$ cat config.mk
export PLATFORM = sky130hd
export DESIGN_NAME = vga_video_out_flat
export DESIGN_NICKNAME = d
export VERILOG_FILES = /design/src/rtl/vga_video_out_pkg.sv /design/src/rtl/vga_video_out_if.sv /design/src/rtl/vga_delay_line.sv /design/src/rtl/vga_video_out.sv /design/src/flat_wrapper.sv
export SDC_FILE = /design/constraint.sdc
export NUM_CORES = 1
export LEC_CHECK = 0
export BUFFER_PORTS_ARGS = -buffer_cell sky130_fd_sc_hd__buf_2
export CORE_ASPECT_RATIO = 1.25
export CORE_MARGIN = 10
export CORE_UTILIZATION = 35
export CTS_BUF_LIST = sky130_fd_sc_hd__clkbuf_16
export DETAILED_ROUTE_END_ITERATION = 6
export MAX_ROUTING_LAYER = met4
export PLACE_DENSITY = 0.56
export SYNTH_ARGS = -nofsm -noshare
export SYNTH_HDL_FRONTEND = slang
export SYNTH_SLANG_ARGS = --single-unit
$ cat constraint.sdc
create_clock -name clk -period 2.7 [get_ports clk]
set_input_delay 0.405 -clock clk [delete_from_list [all_inputs] [get_ports clk]]
set_output_delay 0.405 -clock clk [all_outputs]
set_load 0.01 [all_outputs]
$ cat src/rtl/vga_video_out_pkg.sv
// Shared VGA timing defaults (640x480@60) and raster helpers.
package vga_video_out_pkg;

  localparam int unsigned CNT_W = 10;

  localparam int unsigned DEF_H_DISPLAY = 640;
  localparam int unsigned DEF_H_FRONT   = 16;
  localparam int unsigned DEF_H_SYNC    = 96;
  localparam int unsigned DEF_H_BACK    = 48;
  localparam int unsigned DEF_V_DISPLAY = 480;
  localparam int unsigned DEF_V_FRONT   = 10;
  localparam int unsigned DEF_V_SYNC    = 2;
  localparam int unsigned DEF_V_BACK    = 33;

  // Total period of one axis, visible area plus porches and sync.
  function automatic int unsigned axis_total(input int unsigned disp, input int unsigned front,
                                             input int unsigned sync, input int unsigned back);
    return disp + front + sync + back;
  endfunction

endpackage

$ cat src/rtl/vga_video_out_if.sv
// Generator-facing and monitor-facing signals of the VGA output stage.
interface vga_video_out_if
  import vga_video_out_pkg::*;
#(
  parameter int unsigned RGB_W = 12
) ();

  logic [RGB_W-1:0] rgb_in;
  logic             p_tick;
  logic [CNT_W-1:0] pixel_x;
  logic [CNT_W-1:0] pixel_y;
  logic             video_on;
  logic             frame_end;
  logic             hsync;
  logic             vsync;
  logic [RGB_W-1:0] rgb;

  modport master (
    input  rgb_in,
    output p_tick, pixel_x, pixel_y, video_on, frame_end, hsync, vsync, rgb
  );

  modport slave (
    output rgb_in,
    input  p_tick, pixel_x, pixel_y, video_on, frame_end, hsync, vsync, rgb
  );

endinterface

$ cat src/rtl/vga_delay_line.sv
// WIDTH x DEPTH enabled shift register with per-bit reset value; DEPTH=0 is a wire.
module vga_delay_line #(
  parameter int unsigned          WIDTH   = 1,
  parameter int unsigned          DEPTH   = 1,
  parameter logic [WIDTH-1:0]     RST_VAL = '0
) (
  input  logic             clk,
  input  logic             rst,
  input  logic             en,
  input  logic [WIDTH-1:0] din,
  output logic [WIDTH-1:0] dout
);

  if (DEPTH == 0) begin : g_pass
    logic unused_ok;
    assign unused_ok = ^{clk, rst, en};
    assign dout      = din;
  end else begin : g_shift
    logic [WIDTH-1:0] stage_q [DEPTH];
    logic [WIDTH-1:0] stage_d [DEPTH];

    always_comb begin
      stage_d = stage_q;
      if (en) begin
        stage_d[0] = din;
        for (int i = 1; i < int'(DEPTH); i++) stage_d[i] = stage_q[i-1];
      end
    end

    always_ff @(posedge clk or posedge rst) begin
      if (rst) begin
        for (int i = 0; i < int'(DEPTH); i++) stage_q[i] <= RST_VAL;
      end else begin
        stage_q <= stage_d;
      end
    end

    assign dout = stage_q[DEPTH-1];
  end

endmodule

$ cat src/rtl/vga_video_out.sv
// VGA output stage: pixel enable, raster counters, sync generation and
// pipeline-matched delay of sync/blank so colour stays pixel-aligned.
module vga_video_out
  import vga_video_out_pkg::*;
#(
  parameter int unsigned H_DISPLAY  = DEF_H_DISPLAY,
  parameter int unsigned H_FRONT    = DEF_H_FRONT,
  parameter int unsigned H_SYNC     = DEF_H_SYNC,
  parameter int unsigned H_BACK     = DEF_H_BACK,
  parameter int unsigned V_DISPLAY  = DEF_V_DISPLAY,
  parameter int unsigned V_FRONT    = DEF_V_FRONT,
  parameter int unsigned V_SYNC     = DEF_V_SYNC,
  parameter int unsigned V_BACK     = DEF_V_BACK,
  parameter int unsigned CLK_DIV    = 2,
  parameter int unsigned PIPE_DEPTH = 1,
  parameter int unsigned RGB_W      = 12,
  parameter bit          SYNC_POL   = 1'b0
) (
  input  logic            clk,
  input  logic            reset,
  vga_video_out_if.master vif
);

  localparam int unsigned H_TOTAL  = axis_total(H_DISPLAY, H_FRONT, H_SYNC, H_BACK);
  localparam int unsigned V_TOTAL  = axis_total(V_DISPLAY, V_FRONT, V_SYNC, V_BACK);
  localparam int unsigned DIV_W    = (CLK_DIV > 1) ? $clog2(CLK_DIV) : 1;
  localparam int unsigned HS_FIRST = H_DISPLAY + H_FRONT;
  localparam int unsigned HS_LAST  = H_DISPLAY + H_FRONT + H_SYNC - 1;
  localparam int unsigned VS_FIRST = V_DISPLAY + V_FRONT;
  localparam int unsigned VS_LAST  = V_DISPLAY + V_FRONT + V_SYNC - 1;

  logic [DIV_W-1:0] div_q, div_d;
  logic [CNT_W-1:0] h_q, h_d;
  logic [CNT_W-1:0] v_q, v_d;
  logic [RGB_W-1:0] rgb_q, rgb_d;

  logic       p_tick_c;
  logic       h_last_c;
  logic       v_last_c;
  logic       video_on_c;
  logic       hs_act_c;
  logic       vs_act_c;
  logic [1:0] sync_raw_c;
  logic [1:0] sync_dly;
  logic       vo_dly;

  // Divider, raster counters and undelayed raster decodes.
  always_comb begin
    p_tick_c   = (div_q == DIV_W'(CLK_DIV - 1));
    h_last_c   = (h_q == CNT_W'(H_TOTAL - 1));
    v_last_c   = (v_q == CNT_W'(V_TOTAL - 1));
    video_on_c = (h_q < CNT_W'(H_DISPLAY)) && (v_q < CNT_W'(V_DISPLAY));
    hs_act_c   = (h_q >= CNT_W'(HS_FIRST)) && (h_q <= CNT_W'(HS_LAST));
    vs_act_c   = (v_q >= CNT_W'(VS_FIRST)) && (v_q <= CNT_W'(VS_LAST));
    sync_raw_c = {hs_act_c ? SYNC_POL : ~SYNC_POL, vs_act_c ? SYNC_POL : ~SYNC_POL};

    div_d = p_tick_c ? '0 : div_q + DIV_W'(1);
    h_d   = h_q;
    v_d   = v_q;
    rgb_d = rgb_q;
    if (p_tick_c) begin
      h_d   = h_last_c ? '0 : h_q + CNT_W'(1);
      rgb_d = vo_dly ? vif.rgb_in : '0;
      if (h_last_c) v_d = v_last_c ? '0 : v_q + CNT_W'(1);
    end
  end

  always_ff @(posedge clk or posedge reset) begin
    if (reset) begin
      div_q <= '0;
      h_q   <= '0;
      v_q   <= '0;
      rgb_q <= '0;
    end else begin
      div_q <= div_d;
      h_q   <= h_d;
      v_q   <= v_d;
      rgb_q <= rgb_d;
    end
  end

  // Sync runs the full pipeline; blank stops one short so the rgb register is the last stage.
  vga_delay_line #(
    .WIDTH   (2),
    .DEPTH   (PIPE_DEPTH),
    .RST_VAL ({~SYNC_POL, ~SYNC_POL})
  ) u_sync_dly (
    .clk  (clk),
    .rst  (reset),
    .en   (p_tick_c),
    .din  (sync_raw_c),
    .dout (sync_dly)
  );

  vga_delay_line #(
    .WIDTH   (1),
    .DEPTH   (PIPE_DEPTH - 1),
    .RST_VAL (1'b0)
  ) u_vo_dly (
    .clk  (clk),
    .rst  (reset),
    .en   (p_tick_c),
    .din  (video_on_c),
    .dout (vo_dly)
  );

  assign vif.p_tick    = p_tick_c;
  assign vif.pixel_x   = h_q;
  assign vif.pixel_y   = v_q;
  assign vif.video_on  = video_on_c;
  assign vif.frame_end = p_tick_c && h_last_c && v_last_c;
  assign vif.hsync     = sync_dly[1];
  assign vif.vsync     = sync_dly[0];
  assign vif.rgb       = rgb_q;

endmodule

$ cat src/flat_wrapper.sv
// flat-port wrapper written by rule: the top's interface ports become plain ports
module vga_video_out_flat import vga_video_out_pkg::*;
#(
  parameter int unsigned H_DISPLAY  = DEF_H_DISPLAY,
  parameter int unsigned H_FRONT    = DEF_H_FRONT,
  parameter int unsigned H_SYNC     = DEF_H_SYNC,
  parameter int unsigned H_BACK     = DEF_H_BACK,
  parameter int unsigned V_DISPLAY  = DEF_V_DISPLAY,
  parameter int unsigned V_FRONT    = DEF_V_FRONT,
  parameter int unsigned V_SYNC     = DEF_V_SYNC,
  parameter int unsigned V_BACK     = DEF_V_BACK,
  parameter int unsigned CLK_DIV    = 2,
  parameter int unsigned PIPE_DEPTH = 1,
  parameter int unsigned RGB_W      = 12,
  parameter bit          SYNC_POL   = 1'b0
)
  (clk, reset, vif_rgb_in, vif_p_tick, vif_pixel_x, vif_pixel_y, vif_video_on, vif_frame_end, vif_hsync, vif_vsync, vif_rgb);
  vga_video_out_if #(.RGB_W(RGB_W)) vif_i ();
  input  logic clk;
  input  logic reset;
  input wire logic [$bits(vif_i.rgb_in)-1:0] vif_rgb_in;
  output wire logic [$bits(vif_i.p_tick)-1:0] vif_p_tick;
  output wire logic [$bits(vif_i.pixel_x)-1:0] vif_pixel_x;
  output wire logic [$bits(vif_i.pixel_y)-1:0] vif_pixel_y;
  output wire logic [$bits(vif_i.video_on)-1:0] vif_video_on;
  output wire logic [$bits(vif_i.frame_end)-1:0] vif_frame_end;
  output wire logic [$bits(vif_i.hsync)-1:0] vif_hsync;
  output wire logic [$bits(vif_i.vsync)-1:0] vif_vsync;
  output wire logic [$bits(vif_i.rgb)-1:0] vif_rgb;
  assign vif_i.rgb_in = vif_rgb_in;
  assign vif_p_tick = vif_i.p_tick;
  assign vif_pixel_x = vif_i.pixel_x;
  assign vif_pixel_y = vif_i.pixel_y;
  assign vif_video_on = vif_i.video_on;
  assign vif_frame_end = vif_i.frame_end;
  assign vif_hsync = vif_i.hsync;
  assign vif_vsync = vif_i.vsync;
  assign vif_rgb = vif_i.rgb;
  vga_video_out #(.H_DISPLAY(H_DISPLAY), .H_FRONT(H_FRONT), .H_SYNC(H_SYNC), .H_BACK(H_BACK), .V_DISPLAY(V_DISPLAY), .V_FRONT(V_FRONT), .V_SYNC(V_SYNC), .V_BACK(V_BACK), .CLK_DIV(CLK_DIV), .PIPE_DEPTH(PIPE_DEPTH), .RGB_W(RGB_W), .SYNC_POL(SYNC_POL)) u_core (.clk(clk), .reset(reset), .vif(vif_i));
endmodule
Yosys cells after proc, flatten, opt, wreduce, memory -nomap -nowiden
Cells that the tools add are included.

word-level totals
  register bits after elaboration = 35
  bits of input ports = 14
  output and inout port bits = 37
  word-level logic and storage cells = 28

operators by class
  add/subtract/negate cells = 3
  order comparisons = 6
  equal/unequal tests = 2
  mux-type cells = 6
  reduce and logical (&&, ||, !) cells = 6

operators with widths
  operator                 count
  $add A10 B1 Y10 const B  2
  $eq A10 B10 Y1 const B   2
  $mux W10                 2
  $mux W12                 1
  $ge A10 B10 Y1 const B   1
  $ge A10 B9 Y1 const B    1
  $le A10 B10 Y1 const B   1
  $le A10 B9 Y1 const B    1
  $lt A10 B10 Y1 const B   1
  $lt A10 B9 Y1 const B    1
  $logic_and A1 B1 Y1      5
  $mux W1                  3
  $reduce_and A2 Y1        1
  $add A1 B1 Y1 const B    1

Longest topological paths before layout
Gate-level depths: netlist of the first run.

  depth in word-level cells = 3
  depth in mapped cells = 6
  gate-level depth less buffers = 6

Hierarchy
A second synthesis of the first run with hierarchy kept.

unflattened totals
  cell total of the unflattened synthesis = 152
  area total of the unflattened synthesis = 1,631.6 µm²

modules (own cells, without submodules)
  module                               times used  cells each  area each (µm²)
  vga_video_out                        1           146         1,545.2
  vga_delay_line at u_core.u_sync_dly  1           5           78.8
  vga_delay_line at u_core.u_vo_dly    1           1           7.5

Worst setup path after synthesis of the first run
OpenSTA, ideal clock, no wires.

  kind = reg2out
  start point = reg u_core.v_q[5], in the netlist u_core.vif.pixel_y[5]
  end point = out vif_frame_end
  arrival time = 1.570 ns
  data required time = 2.295 ns
  slack = 0.725 ns
  cell stages (with the launch flop) = 4
  path through = dfrtp_1 > or3_1 > or4_1 > nor2_1

on the way
  word-level cells in the longest chain between the ends = 2

RTL lines
  what                    line                  text
  start, declared         vga_video_out.sv:34   logic [CNT_W-1:0] v_q, v_d;
  start signal, assigned  vga_video_out.sv:77   v_q <= v_d;
  $eq A10 B10 Y1          vga_video_out.sv:51   v_last_c = (v_q == CNT_W'(V_TOTAL - 1));
  $logic_and A1 B1 Y1     vga_video_out.sv:111  assign vif.frame_end = p_tick_c && h_last_c && v_last_c;
  end, declared           flat_wrapper.sv:26    output wire logic [$bits(vif_i.frame_end)-1:0] vif_frame_end;

No other way between the ends.

Worst setup path after layout of the first run
  start point = reg u_core.v_q[0], in the netlist u_core.vif.pixel_y[0]
  end point = out vif_frame_end

Same word-level chain as after synthesis.

==> results of run 1 <==
==> cells in the mapped netlist, types with 2 or more instances <==
cell type,instances,area share [%]
dfrtp_1,33,49
nand2_1,20,4.4
o2bb2ai_1,12,6.2
xnor2_1,11,5.7
nor2_1,10,2.2
nand3_1,9,2.7
nand4_1,8,3.0
inv_1,7,1.6
o21ai_0,5,1.5
ha_1,4,3.0
and3_1,3,1.1
and4_1,3,1.6
clkbuf_1,3,0.67
xor2_1,3,1.6
a21oi_1,2,0.59
and2_1,2,0.74
buf_6,2,1.3
dfstp_2,2,3.1
o32a_1,2,1.2
==> critical path, delay by kind of cell (launching register included) <==
kind          cells  cell delay [ns]
simple gates      3             0.76
flops             1             0.40
fa+ha+maj         1             0.15
buf+inv           2             0.25
==> worst min path at each step <==
stage,slack (ns),startpoint,end
after global placement,0.47,u_core.vif.rgb[10],u_core.vif.rgb[10]
after floorplan,0.49,u_core.u_sync_dly.dout[0],u_core.u_sync_dly.dout[0]
after detailed placement,0.47,u_core.vif.rgb[8],u_core.vif.rgb[8]
final,0.22,reset,u_core.vif.rgb[0]
after global routing,0.27,reset,u_core.vif.rgb[0]
after CTS,0.24,reset,u_core.vif.rgb[0]
==> layout make-up <==
class	instances	area share, %
multi-input combinational	108	34.66
clock inverter	3	0.7585
sequential	35	40.96
inverter	7	1.225
clock buffer	5	5.834
tap	60	3.501
timing repair buffer	54	13.07
==> per-layer routing <==
metal / global-route usage [%] / share of wire (%) / up-vias
met5: - / 0 / -
met4: 4.068 / 1.8 / 0
met2: 16.81 / 45 / 42
li1: - / - / 666
met3: 3.704 / 5.5 / 8
met1: 14.60 / 48 / 642
==> logic make-up (layout without fill, tap and decap cells) <==
| group | Yosys count | after routing |
|---|---|---|
| multiplexers | 1 | 1 |
| buffers and inverters | 14 | 69 |
| AO/OA/AOI/OAI | 24 | 24 |
| adder cells (fa/ha/maj) | 4 | 4 |
| AND/OR/NAND/NOR | 65 | 65 |
| flip-flops | 35 | 35 |
| XOR/XNOR | 14 | 14 |
==> state kept, by name, indices dropped and copies added (netlist names) <==
name	flops
u_core.vif.pixel_x	10
u_core.vif.pixel_y	10
u_core.u_sync_dly.dout	2
u_core.vif.rgb	12
u_core.vif.p_tick	1
==> power by group <==
group | total [uW] | leakage, uW | switching [uW] | internal, uW
sequential | 540 | 0.000440 | 5.27 | 534
clock | 547 | 0.0000710 | 211 | 336
combinational | 43.7 | 0.000536 | 25.5 | 18.3
==> through the flow <==
stage          total power, uW  cells  hold slack, ns
2_1_floorplan            568.2    157          0.4948
3_3_place_gp             593.7    264          0.4663
3_5_place_dp             593.5    264          0.4718
4_1_cts                   1144    272          0.2385
5_1_grt                   1180    272          0.2715
6_report                  1130    272          0.2172
==> run_results.csv, run 1 <==
group,metric,value,unit
timing,timing.fmax,0.4438,GHz
timing,hold_violations,0,
timing,clock_skew,0.006586,ns
critical_path,rrSetupSlack,0.77,ns
placed_design,portBuffers,50,
finish,multi_input_area,743.2,um2
detailed_routing,antenna_left,0,
critical_path,endpoint_kind,"output pin",
synthesis,synth_compound_area_share,11.03,%
die,pin_count,51,
job,drv_cap,0,
min_path,hp-class,"input port to asynchronous set/reset pin",
clock_network,path_clk_slew,0.05,ns
die,coreArea,4695,um2
power,powerDensity,526.9,nW/um2
clock_network,worstSkewPairLatency,0.28,ns
finish,area_delta_synth_final,26.87,%
finish,fin_util,45.68,%
finish,fillers,460,
die,fp.dieArea,8027,um2
critical_path,reg2reg_depth,4,
global_routing,gr-usage-all-layers,11.56,%
synthesis,syn-num-nets,175,
placed_design,place_area,2003,um2
global_routing,grt.overflow.total,0,
synthesis,yosysUniqueCellTypes,35,
die,die-width,82.16,um
placed_design,gp_congestion,0.7679,
critical_path,rr_endpoint,"u_core.vif.pixel_y[6]",
finish,regArea,878.3,um2
clock_network,cts_root_buf,"clkbuf_16",
timing,final.setup.worst_slack,0.4465,ns
power,vdd_drop_max,0.2697,mV
synthesis,synth-seq-cells,35,
global_routing,antenna_found_initial,0,
die,die_height,97.70,um
detailed_routing,vias,1358,
detailed_routing,drc_errors,0,
timing,fin_crit,2.253,ns
synthesis,synth-simple-area-share,22.13,%
critical_path,crit_path_start_kind,"flip-flop",
critical_path,max_stage_delay,0.53,ns
synthesis,avgSynthCellArea,10.77,um2
critical_path,path_cells,"inv_1, ha_1, nand4_1, or4_1, nor2_1, buf_2",
synthesis,syn-cell-area,1690,um2
detailed_routing,routed_wl,4321,um
global_routing,grt_pass1_vias,1453,
clock_network,cts_tree,"yes",
synthesis,synth-seq-area-share,51.96,%
clock_network,htreeDepth,2,
timing,rsz0062_at_grt,"false",
finish,post-route-cell-area,2145,um2
critical_path,startpoint,"u_core.vif.pixel_y[0]",
power,leakagePower,0.001047,uW
critical_path,critPathSlowestCell,"or4_1",
detailed_routing,via_per_inst,4.993,
finish,final_common_cell,"buf_2",
finish,final_cell_mix,"buf_2 (50), dfrtp_1 (33), nand2_1 (20)",
timing,fin_tns_setup,0,ns
die,start_util,36.01,%
detailed_routing,post_drt_wl_per_cell,15.89,um
global_routing,grt_pass1_wl,7196,um
die,rows,28,
timing,drv_slew,0,
global_routing,grt_max_degree,36,
timing,tightest_slew,0.4947,ns
synthesis,synth-edff-count,0,
synthesis,synthAdderAreaFrac,2.961,%
placed_design,preCtsSetupSlack,0.7573,ns
clock_network,cts-buffers-inserted,5,
critical_path,cp.arrival,1.85,ns
finish,drive_above_1_share,32.55,%
timing,setup_viol,0,
detailed_routing,drtPass1Iterations,4,
detailed_routing,drt_iter0_markers,124,
critical_path,cp_max_fo,4,
placed_design,dp_hpwl,3197,um
synthesis,ys.warnings.count,0,
synthesis,synth_top_family_by_area,"simple AND/OR/NAND/NOR gates",
synthesis,synth_xor_area_share,7.254,%
synthesis,ys.flop_type,"dfrtp_1",
synthesis,synthArstFlopShare,100.0,%
finish,nets,229,
clock_network,postCtsHoldBufs,0,
finish,diodes,0,
synthesis,syn_inst,157,
clock_network,post_cts_buffers,0,
clock_network,clk_path_buf_depth,2,
clock_network,cts.sinks,35,
run_status,outcome,"complete, no violations",
critical_path,required,2.30,ns
clock_network,cts_resized,0,
timing,maxSlewHeadroom,66.91,%
critical_path,crit_type,"flip-flop to output pin",
critical_path,crit_end,"vif_frame_end",
synthesis,muxShareOfSynthArea,0.5922,%
critical_path,rr_startpoint,"u_core.vif.pixel_x[5]",
timing,fin_crit_sh,83.46,%
(Power assumes the default switching activity.)
==> inputs of run 2 (changes only) <==
==> constraint.sdc (replaced) <==
create_clock -name clk -period 2.2 [get_ports clk]
set_input_delay 0.33 -clock clk [delete_from_list [all_inputs] [get_ports clk]]
set_output_delay 0.33 -clock clk [all_outputs]
set_load 0.01 [all_outputs]
==> run 2 against run 1 <==
Setup slack got worse by 0.36 ns. Total power rose by 21%. Core utilization rose by 0.88 points. Clock skew fell by 0.0022 ns. Sequential power rose by 23%. Global-route usage rose by 0.65 points. Combinational power rose by 23%. Flip-flop and latch count did not move. Sequential share of layout area fell by 0.77 points. Non-clock buffer count rose by 4. Via count rose by 3.4%. Critical path type unchanged. Highest routed layer unchanged.
==> run_results.csv, run 2 (same netlist as run 1, synthesis figures left out) <==
group,metric,value,unit
clock_network,htreeDepth,2,
critical_path,endpoint_kind,"output pin",
timing,final.setup.worst_slack,0.08677,ns
power,vdd_drop_max,0.4813,mV
timing,fin_tns_setup,0,ns
critical_path,crit_path_start_kind,"flip-flop",
timing,hold_violations,0,
die,die_height,97.70,um
run_status,outcome,"complete, no violations",
detailed_routing,via_per_inst,5.087,
timing,fin_crit_sh,96.06,%
die,fp.dieArea,8027,um2
timing,tightest_slew,0.4442,ns
detailed_routing,drc_errors,0,
critical_path,rr_endpoint,"u_core.vif.pixel_y[8]",
detailed_routing,antenna_left,0,
timing,drv_slew,0,
detailed_routing,vias,1404,
die,rows,28,
placed_design,dp_hpwl,3287,um
timing,maxSlewHeadroom,70.39,%
finish,drive_above_1_share,34.26,%
global_routing,grt_pass1_wl,7555,um
critical_path,reg2reg_depth,4,
critical_path,rrSetupSlack,0.32,ns
critical_path,rr_startpoint,"u_core.vif.pixel_x[5]",
timing,timing.fmax,0.4732,GHz
timing,clock_skew,0.004369,ns
placed_design,preCtsSetupSlack,0.3363,ns
finish,final_cell_mix,"buf_2 (50), dfrtp_1 (33), nand2_1 (20)",
clock_network,worstSkewPairLatency,0.28,ns
power,powerDensity,627.8,nW/um2
die,start_util,36.01,%
job,drv_cap,0,
global_routing,grt_pass1_vias,1564,
global_routing,gr-usage-all-layers,12.21,%
finish,fin_util,46.56,%
timing,rsz0062_at_grt,"false",
die,pin_count,51,
detailed_routing,routed_wl,4410,um
power,leakagePower,0.001080,uW
critical_path,required,1.87,ns
die,coreArea,4695,um2
clock_network,cts_tree,"yes",
critical_path,startpoint,"u_core.vif.pixel_y[5]",
clock_network,cts.sinks,35,
finish,fillers,482,
global_routing,grt_max_degree,36,
timing,setup_viol,0,
finish,diodes,0,
die,die-width,82.16,um
clock_network,path_clk_slew,0.05,ns
clock_network,clk_path_buf_depth,2,
clock_network,postCtsHoldBufs,0,
critical_path,crit_type,"flip-flop to output pin",
critical_path,cp.arrival,1.78,ns
finish,final_common_cell,"buf_2",
clock_network,post_cts_buffers,0,
clock_network,cts_root_buf,"clkbuf_16",
detailed_routing,drt_iter0_markers,127,
placed_design,portBuffers,50,
min_path,hp-class,"input port to asynchronous set/reset pin",
clock_network,cts-buffers-inserted,5,
finish,nets,233,
finish,area_delta_synth_final,29.31,%
placed_design,gp_congestion,0.8135,
detailed_routing,drtPass1Iterations,4,
critical_path,cp_max_fo,6,
timing,fin_crit,2.113,ns
finish,largest_register_ffs,12,
detailed_routing,post_drt_wl_per_cell,15.98,um
global_routing,antenna_found_initial,0,
global_routing,grt.overflow.total,0,
-- run 2: stage by stage --
stage / instance area (um2) / instances / total power, uW / hold WS [ns]
after floorplan: 1690 / 157 / 697.4 / 0.4668
after global placement: 2033 / 268 / 728.7 / 0.4576
after detailed placement: 2033 / 268 / 728.6 / 0.4597
after CTS: 2170 / 276 / 1391 / 0.1614
after global routing: 2186 / 276 / 1430 / 0.2002
final: 2186 / 276 / 1372 / 0.1385
-- run 2: critical path: stages, from the launching register on --
cell	delay [ns]
dfrtp_1	0.43
or3_1	0.39
or4_4	0.44
nor2_2	0.10
buf_2	0.14
-- run 2: layer usage --
metal	share of wire, %	global-route usage, %	wire (um)	vias up
li1	-	-	-	679
met1	44	13.90	1941	664
met2	47	18.44	2061	52
met3	7.1	4.259	313	9
met4	2.1	5.906	93	0
met5	0	-	0	-
-- run 2: cell type report --
cell class                      count  area [um2]  area share, %
Timing Repair Buffer               58       310.3          14.20
Inverter                            7       26.28          1.202
Multi-Input combinational cell    108       759.5          34.75
Clock buffer                        5       125.1          5.724
Tap cell                           60       75.07          3.434
Clock inverter                      3       11.26         0.5152
Sequential cell                    35       878.3          40.18
-- run 2: timing repair --
| action | 4_1_cts | 5_1_grt |
|---|---|---|
| resized for setup | 0 | 4 |
| setup endpoints to repair | 0 | 1 |
| endpoints found under the hold margin | 0 | 0 |
-- run 2: power by group --
group	switching (uW)	total, uW	internal [uW]	leakage [uW]
sequential	6.17	662	656	0.000440
clock	250	657	407	0.0000701
combinational	31.2	53.6	22.4	0.000571
-- run 2: how the worst max path moves through the flow --
stage | to | cells past startpoint
5_1_grt | vif_frame_end | 4
3_5_place_dp | vif_frame_end | 4
6_report | vif_frame_end | 4
3_3_place_gp | vif_frame_end | 4
2_1_floorplan | vif_frame_end | 3
4_1_cts | vif_frame_end | 4
